## config.mk

```make
export PLATFORM = sky130hd
export DESIGN_NAME = det_engine_arbiter
export DESIGN_NICKNAME = d
export VERILOG_FILES = /design/src/rtl/det_arb_pkg.sv /design/src/rtl/det_engine_arbiter_pick.sv /design/src/rtl/det_engine_arbiter.sv
export SDC_FILE = /design/constraint.sdc
export NUM_CORES = 1
export LEC_CHECK = 0
export CORE_UTILIZATION = 40
export CTS_BUF_LIST = sky130_fd_sc_hd__clkbuf_16
export CTS_CLUSTER_SIZE = 28
export DETAILED_ROUTE_END_ITERATION = 10
export MAX_ROUTING_LAYER = met4
export PLACE_DENSITY = 0.79
export SLEW_MARGIN = 20
export SYNTH_ARGS = -nofsm -noshare
export SYNTH_HDL_FRONTEND = slang
export SYNTH_SLANG_ARGS = --single-unit
```

## constraint.sdc

```tcl
create_clock -name clk -period 4.2 [get_ports clk]
set_input_delay 0.63 -clock clk [delete_from_list [all_inputs] [get_ports clk]]
set_output_delay 0.63 -clock clk [all_outputs]
set_load 0.03 [all_outputs]
```

## src/rtl/det_arb_pkg.sv

```systemverilog
// Shared types and helpers for the determinant-engine arbiter.
package det_arb_pkg;

  localparam int ELEM_COUNT     = 9;
  localparam int ELEM_W_DEFAULT = 16;
  localparam int MAX_REQ        = 8;

  typedef enum logic [2:0] {
    IDLE  = 3'd0,
    LOAD  = 3'd1,
    WAIT  = 3'd2,
    RESP  = 3'd3,
    ABORT = 3'd4
  } arb_state_e;

  // First requester at or after ptr, searching cyclically over n_req entries.
  function automatic logic [MAX_REQ-1:0] rr_pick_onehot(
    input logic [MAX_REQ-1:0] req,
    input logic [2:0]         ptr,
    input int                 n_req
  );
    logic [MAX_REQ-1:0] pick;
    int                 idx;
    pick = '0;
    for (int k = MAX_REQ - 1; k >= 0; k--) begin
      if (k < n_req) begin
        idx = (int'(ptr) + k) % n_req;
        if (req[idx]) begin
          pick      = '0;
          pick[idx] = 1'b1;
        end
      end
    end
    return pick;
  endfunction

endpackage

```

## src/rtl/det_engine_arbiter_pick.sv

```systemverilog
// Combinational round-robin selector: one-hot pick starting from the pointer.
module det_rr_pick
  import det_arb_pkg::*;
#(
  parameter int N_REQ = 4,
  parameter int PTR_W = 2
) (
  input  logic [N_REQ-1:0] req,
  input  logic [PTR_W-1:0] ptr,
  output logic [N_REQ-1:0] grant,
  output logic             any_req
);

  logic [MAX_REQ-1:0] req_ext;
  logic [MAX_REQ-1:0] pick;

  always_comb begin
    req_ext             = '0;
    req_ext[N_REQ-1:0]  = req;
  end

  assign pick    = rr_pick_onehot(req_ext, 3'(ptr), N_REQ);
  assign grant   = pick[N_REQ-1:0];
  assign any_req = |pick;

endmodule

```

## src/rtl/det_engine_arbiter.sv

```systemverilog
// Round-robin front end sharing one 3x3 determinant engine among N_REQ clients.
//   state | meaning
//   IDLE  | no owner; pick next requester once the engine is out of reset
//   LOAD  | stream the owner's 9 elements into the engine
//   WAIT  | wait for the engine result, bounded by WAIT_TIMEOUT
//   RESP  | one-cycle response strobe to the owner, advance pointer
//   ABORT | pulse engine reset after a dropped request or timeout
module det_engine_arbiter
  import det_arb_pkg::*;
#(
  parameter int N_REQ        = 4,
  parameter int ELEM_W       = ELEM_W_DEFAULT,
  parameter int WAIT_TIMEOUT = 15
) (
  input  logic                    clk,
  input  logic                    rst,
  input  logic [N_REQ-1:0]        req,
  input  logic [N_REQ*ELEM_W-1:0] req_mat_in,
  input  logic [N_REQ-1:0]        req_mat_valid,
  output logic [N_REQ-1:0]        req_ready,
  output logic [N_REQ-1:0]        grant,
  output logic [N_REQ-1:0]        resp_valid,
  output logic [ELEM_W-1:0]       resp_det,
  output logic                    resp_overflow,
  output logic                    resp_err,
  output logic                    eng_rst_n,
  output logic [ELEM_W-1:0]       eng_mat_in,
  output logic                    eng_mat_valid,
  input  logic                    eng_mat_request,
  input  logic [ELEM_W-1:0]       eng_det,
  input  logic                    eng_det_valid,
  input  logic                    eng_overflow
);

  localparam int PTR_W = $clog2(N_REQ);
  localparam int WT_W  = $clog2(WAIT_TIMEOUT + 1);

  arb_state_e       state, state_nx;
  logic [N_REQ-1:0] grant_q;
  logic [N_REQ-1:0] pick;
  logic             any_req;
  logic [PTR_W-1:0] ptr;
  logic [PTR_W-1:0] g_idx;
  logic [PTR_W-1:0] ptr_nx;
  logic [3:0]       elem_cnt;
  logic [WT_W-1:0]  wait_cnt;
  logic             rst_pend;
  logic             dropped;
  logic             owner_req;
  logic [ELEM_W-1:0] mat_sel;
  logic             mat_vld_sel;
  logic             accept;
  logic             last_elem;

  det_rr_pick #(
    .N_REQ (N_REQ),
    .PTR_W (PTR_W)
  ) u_pick (
    .req     (req),
    .ptr     (ptr),
    .grant   (pick),
    .any_req (any_req)
  );

  always_comb begin
    g_idx = '0;
    for (int i = 0; i < N_REQ; i++) begin
      if (grant_q[i]) g_idx = PTR_W'(i);
    end
  end

  assign ptr_nx      = (g_idx == PTR_W'(N_REQ - 1)) ? '0 : g_idx + 1'b1;
  assign owner_req   = |(req & grant_q);
  assign mat_sel     = req_mat_in[g_idx*ELEM_W +: ELEM_W];
  assign mat_vld_sel = req_mat_valid[g_idx];
  assign accept      = (state == LOAD) && eng_mat_request && mat_vld_sel;
  assign last_elem   = (elem_cnt == 4'(ELEM_COUNT - 1));

  // Engine stays in reset for the cycle after rst and during ABORT.
  assign eng_rst_n = ~rst & ~rst_pend & (state != ABORT);
  assign grant     = grant_q;

  always_comb begin
    state_nx      = state;
    req_ready     = '0;
    eng_mat_in    = '0;
    eng_mat_valid = 1'b0;
    resp_valid    = '0;
    unique case (state)
      IDLE: begin
        if (any_req && eng_rst_n) state_nx = LOAD;
      end
      LOAD: begin
        req_ready     = grant_q & {N_REQ{eng_mat_request}};
        eng_mat_in    = mat_sel;
        eng_mat_valid = mat_vld_sel & eng_mat_request;
        if (!owner_req)                state_nx = ABORT;
        else if (accept && last_elem)  state_nx = WAIT;
      end
      WAIT: begin
        if (!owner_req)          state_nx = ABORT;
        else if (eng_det_valid)  state_nx = RESP;
        else if (wait_cnt == '0) state_nx = ABORT;
      end
      ABORT: state_nx = RESP;
      RESP: begin
        if (!dropped) resp_valid = grant_q;
        state_nx = IDLE;
      end
      default: state_nx = IDLE;
    endcase
  end

  always_ff @(posedge clk) begin
    if (rst) begin
      state         <= IDLE;
      grant_q       <= '0;
      ptr           <= '0;
      elem_cnt      <= '0;
      wait_cnt      <= '0;
      resp_det      <= '0;
      resp_overflow <= 1'b0;
      resp_err      <= 1'b0;
      rst_pend      <= 1'b1;
      dropped       <= 1'b0;
    end else begin
      state    <= state_nx;
      rst_pend <= 1'b0;
      unique case (state)
        IDLE: begin
          if (state_nx == LOAD) begin
            grant_q  <= pick;
            resp_err <= 1'b0;
            dropped  <= 1'b0;
            elem_cnt <= '0;
          end
        end
        LOAD: begin
          if (!owner_req) begin
            resp_err <= 1'b1;
            dropped  <= 1'b1;
            elem_cnt <= '0;
          end else if (accept) begin
            if (last_elem) begin
              elem_cnt <= '0;
              wait_cnt <= WT_W'(WAIT_TIMEOUT - 1);
            end else begin
              elem_cnt <= elem_cnt + 4'd1;
            end
          end
        end
        WAIT: begin
          if (!owner_req) begin
            resp_err <= 1'b1;
            dropped  <= 1'b1;
          end else if (eng_det_valid) begin
            resp_det      <= eng_det;
            resp_overflow <= eng_overflow;
          end else if (wait_cnt == '0) begin
            resp_err      <= 1'b1;
            resp_det      <= '0;
            resp_overflow <= 1'b0;
          end else begin
            wait_cnt <= wait_cnt - 1'b1;
          end
        end
        RESP: begin
          ptr     <= ptr_nx;
          grant_q <= '0;
        end
        default: ;
      endcase
    end
  end

endmodule

```

==> results_dict.tcl, run 1 <==
set metrics [dict create \
    status "finished, final reports clean" \
    synth_top_cell_area_share 0.285 \
    relSlewSlack 0.529 \
    hp-class "reg -> reg" \
    cts_buffers 5 \
    drt.antenna.violating_nets 0 \
    layout_setup_ws_ns 0.853 \
    synthTopCellsByArea "dfxtp_1, nor2_1, mux2i_1" \
    synth_ff_type "dfxtp_1" \
    slew_violations 0 \
    p_comb_frac 0.308 \
    drv_cap 0 \
    avgSynthCellArea_um2 7.51 \
    internal_power_w 0.000749 \
    cts-root-buf "clkbuf_16" \
    synthCells 346 \
    wl_per_cell_um 14.9 \
    synth_edf_count 0 \
    area_growth_pct 61.6 \
    fill_cells 546 \
    track_usage 0.236 \
    multi_input_area_um2 1710 \
    htree_levels 2 \
    p_switching_w 0.000323 \
    final_cells 554 \
    period_needed_ns 3.35 \
    vias 2978 \
    syn_area_um2 2600 \
    hp-start "resp_det[9]" \
    place_ws_ns 0.684 \
    clk_pin_slew_ns 0.06 \
    cts.sinks 37 \
    ios 141 \
    dp_cells 546 \
    vias_per_cell 5.38 \
    cp-end-kind "flip-flop" \
    io_buffers 140 \
    setup_viol 0 \
    ff_latch_area_um2 741 \
    synth_cell_types 48 \
    postCtsHoldBufs 0 \
    ys_async_sr_fraction 0 \
    synth_top_area_cell "dfxtp_1" \
    dr.pass1.iters 5 \
    switching_share 0.301 \
    grt_use_met2 0.401 \
    grt.busiest_layer "met2" \
    fmax_ghz 0.299 \
    die_h_um 82.6 \
    seq_power_share 0.357 \
    powerDensity_nw_per_um2 255 \
    yosysWarnings 0 \
    grt_pass1_wl_mm 12.1 \
    grt_pass1_vias 2642 \
    dpl.hpwl_mm 6.23 \
    tritoncts "built" \
    cts_buffer_depth 2 \
    grt_util_met1 0.279 \
    antenna_found_initial 0 \
    start_util 0.412 \
    p_clk_frac 0.335 \
    post_cts_resized 0 \
    grt_max_degree 41 \
    core-area_um2 6310 \
    hold_viol 0 \
    clock_latency_ns 0.28 \
    drt_iter0_markers 152 \
    drcViolationCount 0 \
    utilization 0.665 \
    gp_congestion 0.852 \
    rsz0062_at_grt "false" \
    fin_skew_ns 0.00408 \
    critPathMaxFanout 8 \
    ys_seq_elements 37 \
    die_x_um 82.6 \
    crit_required_ns 4.37 \
    worst_pin_slew_ns 0.707 \
    drt_wl_total_mm 8.28 \
    num_rows 29 \
    met3_usage 0.0363 \
    startpoint_type "flip-flop" \
    peakVddDrop_mv 0.186 \
    antenna_cells 0 \
    finalSetupTns_ns 0 \
    layout.nets 580 \
    hold_ws_ns 0.496 \
    crit_start "ptr[1]" \
    die_area_um2 6820 \
    arrival_ns 3.51 \
    drive_above_1_share 0.0461 \
    cts_setup_buffers 0 \
    overflow 0 \
    r2r-start "ptr[1]" \
    synth_seq_area_share 0.285 \
    worstSetupPathType "reg -> reg" \
    synth_nets 450 \
    finalCritPeriodShare 0.797 \
    p_leak_nw 1.54 \
]
==> area by class of cell <==
cell class	count	share of cell area
repair buffers	146	0.344
multi-input cells	270	0.408
clock inverters	3	0.00447
well taps	77	0.0229
flip-flops and latches	37	0.176
inverters	16	0.0143
clock buffers	5	0.0298
==> registers in the layout (all words and copies together) (netlist names) <==
register,count
resp_det,16
elem_cnt,4
grant,4
wait_cnt,4
state,3
ptr,2
dropped,1
resp_err,1
resp_overflow,1
rst_pend,1
==> worst max-delay path: stages (launching register included) <==
cell,delay (ns)
dfxtp_1,0.50
inv_1,0.15
ha_1,0.36
mux4_2,0.57
nor2b_1,0.20
a222oi_1,0.39
nor4_2,0.15
nand4bb_1,0.30
a21oi_2,0.28
mux2_1,0.33
==> power by group through the flow <==
stage	combinational, W	clock [W]	sequential [W]
after detailed placement	0.000329	0	0.000389
final	0.000331	0.000359	0.000382
after CTS	0.000331	0.000364	0.000382
after global placement	0.000322	0	0.000388
after floorplan	0.000175	0	0.000387
after global routing	0.000363	0.000381	0.000384
==> cells in the mapped netlist, types with 5 or more instances <==
cell type	count
a211oi_1	9
nor2_1	94
nor3_1	6
inv_1	16
a21oi_1	40
clkbuf_1	18
and2_1	5
mux2i_1	21
dfxtp_1	37
nand3_1	5
ha_1	11
a22oi_1	17
nand2_1	7
==> per-layer routing <==
metal | vias to the layer above | routed length (um)
li1 | 1490 | -
met1 | 1393 | 3550
met2 | 82 | 4290
met3 | 13 | 305
met4 | 0 | 142
met5 | - | 0
==> cells by family (layout without fill, tap and decap cells) <==
| kind of cell | Yosys count | after routing | share of synthesized area |
|---|---|---|---|
| simple gates | 139 | 139 | 0.245 |
| compound gates | 94 | 94 | 0.236 |
| buf+inv | 39 | 170 | 0.0592 |
| flops | 37 | 37 | 0.285 |
| mux | 26 | 26 | 0.121 |
| fa+ha+maj | 11 | 11 | 0.0530 |
==> stage by stage <==
step	instance area, um^2	power, W
CTS	4200	0.00108
floorplan	2600	0.000562
global route	4200	0.00113
finish	4200	0.00107
detailed placement	4060	0.000718
global placement	4050	0.000710
==> layout by cell type, fill, tap and decap left out, types with 2 or more instances in the layout <==
cell type / count
nor2_1: 94
clkdlybuf4s50_1: 140
clkbuf_16: 5
and3_1: 4
mux2i_1: 21
a21oi_1: 40
buf_4: 6
o21ai_0: 4
a222oi_1: 4
a31oi_1: 2
nor3b_1: 2
a211oi_1: 9
a22o_1: 2
a22oi_1: 17
a21o_1: 2
nand3_1: 5
nor2b_1: 2
dfxtp_1: 37
nand3b_1: 4
clkinvlp_4: 2
and2_1: 5
nor3_1: 5
inv_1: 17
mux4_2: 3
a211o_1: 2
ha_1: 11
nor4_1: 3
nand2_1: 7
==> path summary, 6_finish.rpt <==
kind / endpoint / slack, ns / depth (start not counted)
worst max-delay path: elem_cnt[1] / 0.85 / 9
worst min-delay path: resp_det[9] / 0.50 / 2
worst max register to register: elem_cnt[1] / 0.85 / 9
worst min register to register: resp_det[9] / 0.50 / 2
(Power assumes the default switching activity.)
==> run 2, diff against run 1 <==
==> constraint.sdc (replaced) <==
create_clock -name clk -period 3.3 [get_ports clk]
set_input_delay 0.495 -clock clk [delete_from_list [all_inputs] [get_ports clk]]
set_output_delay 0.495 -clock clk [all_outputs]
set_load 0.03 [all_outputs]
==> run 2 against run 1 <==
Net effect:
- cell count up 0.90%
- register-to-register slack worse by 0.59 ns
- clock-buffer cell count unchanged
- clock skew up 0.0018 ns
- first-iteration DRC count shrank 9.9%
- total power grew 25%
- sequential power grew 27%
- utilization rose by 0.63 points
- hold slack lost 0.022 ns
- critical path depth unchanged
- global-route usage fell by 0.27 points
==> results_dict.tcl, run 2 (synthesized netlist as in run 1, its figures left out) <==
set metrics [dict create \
    critPathSlowestCell "mux4_2" \
    drv_cap 0 \
    io_buffers 140 \
    fill_cells 565 \
    track_usage 0.233 \
    postCtsHoldBufs 0 \
    largest_register "resp_det" \
    dr.pass1.iters 5 \
    grt_pass1_wl_mm 12.1 \
    post_cts_resized 0 \
    multi_input_area_um2 1710 \
    hp-class "reg -> reg" \
    ios 141 \
    fmax_ghz 0.326 \
    relSlewSlack 0.540 \
    antenna_found_initial 0 \
    antenna_cells 0 \
    wl_per_cell_um 14.7 \
    utilization 0.672 \
    area_growth_pct 63.2 \
    arrival_ns 3.25 \
    gp_congestion 0.833 \
    cts_buffers 5 \
    die_area_um2 6820 \
    grt_pass1_vias 2594 \
    layout.nets 586 \
    rsz0062_at_grt "false" \
    overflow 0 \
    finalCritPeriodShare 0.929 \
    place_ws_ns -0.0115 \
    hold_viol 0 \
    dpl.hpwl_mm 6.36 \
    place_area_um2 4110 \
    peakVddDrop_mv 0.273 \
    largest_reg_flops 16 \
    drt_iter0_markers 137 \
    slew_violations 0 \
    clock_latency_ns 0.28 \
    cts.sinks 37 \
    htree_levels 2 \
    startpoint_type "primary input" \
    crit_chain "clkdlybuf4s50_1 > mux4_2 > a211oi_1 > a222oi_1 > nor4_2 > nand4bb_1 > a21oi_2 > buf_4 > a311oi_1" \
    cts_buffer_depth 2 \
    cts_setup_buffers 0 \
    vias_per_cell 5.30 \
    die_h_um 82.6 \
    ff_latch_area_um2 741 \
    period_needed_ns 3.07 \
    powerDensity_nw_per_um2 317 \
    die_x_um 82.6 \
    p_leak_nw 1.57 \
    fin_skew_ns 0.00587 \
    start_util 0.412 \
    cts-root-buf "clkbuf_16" \
    drt_wl_total_mm 8.24 \
    crit_required_ns 3.48 \
    grt_max_degree 38 \
    setup_viol 0 \
    worstSetupPathType "in -> reg" \
    vias 2961 \
    final_cell_mix "clkdlybuf4s50_1, nor2_1, a21oi_1, dfxtp_1, mux2i_1" \
    num_rows 29 \
    core-area_um2 6310 \
    cp-end-kind "flip-flop" \
    status "finished, final reports clean" \
    worst_pin_slew_ns 0.685 \
    drive_above_1_share 0.0539 \
    drt.antenna.violating_nets 0 \
    final_common_cell "clkdlybuf4s50_1" \
    drcViolationCount 0 \
    stdcell_area_um2 4240 \
    layout_setup_ws_ns 0.234 \
    cpPeakStageDelay_ns 0.60 \
    critPathMaxFanout 9 \
    clk_pin_slew_ns 0.05 \
    tritoncts "built" \
]
[run 2: report_power, final]
part / internal, W / leakage [nW] / switching, W / total (W)
Combinational: 0.000223 / 1.21 / 0.000205 / 0.000428
Clock: 0.000269 / 0.0685 / 0.000161 / 0.000430
Sequential: 0.000463 / 0.299 / 0.0000237 / 0.000487
[run 2: path summary, 6_finish.rpt]
kind | to | depth (start not counted) | start | slack (ns)
worst min-delay path | resp_err | 1 | resp_err | 0.47
worst max-delay path | elem_cnt[2] | 9 | req[2] | 0.23
worst max register to register | elem_cnt[2] | 10 | ptr[0] | 0.26
worst min register to register | resp_err | 1 | resp_err | 0.47
[run 2: through the flow]
step | cells | hold slack [ns] | TNS [ns] | power [W]
finish | 559 | 0.473 | 0 | 0.00134
global placement | 552 | 0.459 | 0 | 0.000914
CTS | 559 | 0.474 | 0 | 0.00136
detailed placement | 552 | 0.450 | -0.0115 | 0.000922
floorplan | 346 | 0.460 | 0 | 0.000715
global route | 559 | 0.498 | 0 | 0.00142
[run 2: worst max-delay path: cells and delay by family]
kind                   cells  cell delay, ns
AND/OR/NAND/NOR            2            0.73
buffers and inverters      2            0.64
AO/OA/AOI/OAI              4            0.79
multiplexers               1            0.60
[run 2: cell type report]
type	count	area share
clock buffers	5	0.0295
well taps	77	0.0227
flip-flops and latches	37	0.175
repair buffers	152	0.354
inverters	16	0.0142
clock inverters	2	0.00177
multi-input cells	270	0.403
[run 2: metal layers]
layer / routed length [um] / GRT usage
met2: 4320 / 0.406
met4: 55 / 0.0483
met5: 0 / -
met3: 332 / 0.0451
met1: 3530 / 0.279
==> run 3, diff against run 2 <==
--- a/config.mk
+++ b/config.mk
@@ -9,6 +9,7 @@
 export CTS_BUF_LIST = sky130_fd_sc_hd__clkbuf_16
 export CTS_CLUSTER_SIZE = 28
 export DETAILED_ROUTE_END_ITERATION = 10
+export GPL_TIMING_DRIVEN = 0
 export MAX_ROUTING_LAYER = met4
 export PLACE_DENSITY = 0.79
 export SLEW_MARGIN = 20
==> run 3 against run 2 <==
Net effect:
- register-to-register slack got worse by 0.12 ns
- utilization up 2.0 points
- flip-flop and latch count unchanged
- first-iteration DRC count increased by 55%
- routed wire length increased by 7.6%
- via count rose by 6.7%
- non-clock buffer count grew 15
- critical path type is now in -> out
- clock-buffer cell count unchanged
- cell count rose by 2.9%
- worst setup slack worse by 0.12 ns
- die area unchanged
==> results_dict.tcl, run 3 (synthesized netlist as in run 1, its figures left out) <==
set metrics [dict create \
    period_needed_ns 3.18 \
    utilization 0.692 \
    switching_share 0.277 \
    p_leak_nw 1.64 \
    largest_reg_flops 16 \
    ff_latch_area_um2 743 \
    grt_max_degree 13 \
    drt.antenna.violating_nets 0 \
    cts_buffers 5 \
    gp_congestion 0.896 \
    dr.pass1.iters 5 \
    track_usage 0.250 \
    relSlewSlack 0.565 \
    io_buffers 140 \
    internal_power_w 0.00112 \
    fmax_ghz 0.314 \
    powerDensity_nw_per_um2 356 \
    startpoint_type "primary input" \
    fill_cells 556 \
    drive_above_1_share 0.0542 \
    cts_buffer_depth 2 \
    final_common_cell "clkdlybuf4s50_1" \
    slew_violations 0 \
    drv_cap 0 \
    worst_pin_slew_ns 0.650 \
    setup_viol 0 \
    overflow 0 \
    seq_power_share 0.307 \
    wl_per_cell_um 15.4 \
    die_x_um 82.6 \
    start_util 0.412 \
    p_clk_frac 0.397 \
    p_total_w 0.00155 \
    drt_wl_total_mm 8.87 \
    critPathMaxFanout 10 \
    cp-end-kind "output pin" \
    multi_input_area_um2 1740 \
    vias 3159 \
    status "finished, final reports clean" \
    cts-root-buf "clkbuf_16" \
    largest_register "resp_det" \
    htree_levels 2 \
    antenna_found_initial 0 \
    grt_pass1_wl_mm 12.5 \
    die_h_um 82.6 \
    hold_ws_ns 0.452 \
    postCtsHoldBufs 0 \
    antenna_cells 0 \
    grt_pass1_vias 2708 \
    area_growth_pct 68.1 \
    dp_cells 563 \
    fin_skew_ns 0.00510 \
    drcViolationCount 0 \
    finalCritPeriodShare 0.965 \
    hold_viol 0 \
    num_rows 29 \
    drt_iter0_markers 213 \
    final_cells 575 \
    crit_required_ns 2.80 \
    p_switching_w 0.000431 \
    hp-start "resp_err" \
    r2r-start "ptr[0]" \
    vias_per_cell 5.49 \
    crit_start "rst" \
    cts.sinks 37 \
    finalSetupTns_ns 0 \
    tritoncts "built" \
    final_cell_mix "clkdlybuf4s50_1, nor2_1, a21oi_1, dfxtp_1, mux2i_1" \
    dpl.hpwl_mm 6.68 \
    ios 141 \
    p_comb_frac 0.297 \
    arrival_ns 2.69 \
    clock_latency_ns 0.28 \
    peakVddDrop_mv 0.335 \
    hp-class "reg -> reg" \
    die_area_um2 6820 \
    core-area_um2 6310 \
    clk_pin_slew_ns 0.05 \
    worstSetupPathType "in -> out" \
    layout.nets 601 \
]
-- run 3: cell types whose count changed in the layout (fill, tap and decap cells not counted), sizes merged --
| cell | delta |
|---|---|
| bufinv | +2 |
| buf | -3 |
| dlymetal6s2s | +2 |
| inv | -1 |
| clkbuf | +17 |
| clkdlybuf4s50 | -1 |
-- run 3: area by class of cell --
| type | count | share of cell area |
|---|---|---|
| plain buffers | 22 | 0.0212 |
| clock buffers | 5 | 0.0286 |
| clock inverters | 3 | 0.0149 |
| inverters | 16 | 0.0137 |
| multi-input cells | 270 | 0.399 |
| flip-flops and latches | 37 | 0.170 |
| well taps | 77 | 0.0221 |
| repair buffers | 145 | 0.331 |
-- run 3: critical path, stage by stage --
cell and delay [ns]:
clkdlybuf4s50_1 0.44, clkbuf_1 0.24, buf_1 0.32, a211oi_1 0.44
clkdlybuf4s50_1 0.75
-- run 3: what timing repair did --
item	4_1_cts	5_1_grt
resized for setup	3	8
pin swaps	4	4
endpoints found under the setup margin	5	20
setup buffers	5	0
-- run 3: path summary, 6_finish.rpt --
check                                   end  slack, ns  depth (start not counted)
worst max register to register  elem_cnt[1]       0.14                         11
worst min-delay path               resp_err       0.45                          1
worst max-delay path              eng_rst_n       0.12                          5
worst min register to register     resp_err       0.45                          1
-- run 3: power by group through the flow --
stage | Combinational, W | Sequential, W | Clock [W]
finish | 0.000461 | 0.000476 | 0.000616
detailed placement | 0.000439 | 0.000482 | 0
CTS | 0.000452 | 0.000473 | 0.000623
global placement | 0.000431 | 0.000482 | 0
floorplan | 0.000223 | 0.000493 | 0
global route | 0.000499 | 0.000478 | 0.000645
-- run 3: per-stage QoR --
step,cell area [um^2],worst slack [ns]
after floorplan,2600,0.312
after global placement,4100,-0.124
after detailed placement,4100,-0.160
after CTS,4340,0.00970
after global routing,4370,-0.00319
final,4370,0.117
-- run 3: per-layer routing --
metal  vias to the layer above  track usage  share of wire
li1                       1537            -              -
met1                      1506        0.297           0.42
met2                       104        0.412           0.51
met3                        12       0.0604          0.054
met4                         0       0.0845          0.014
met5                         -            -              0
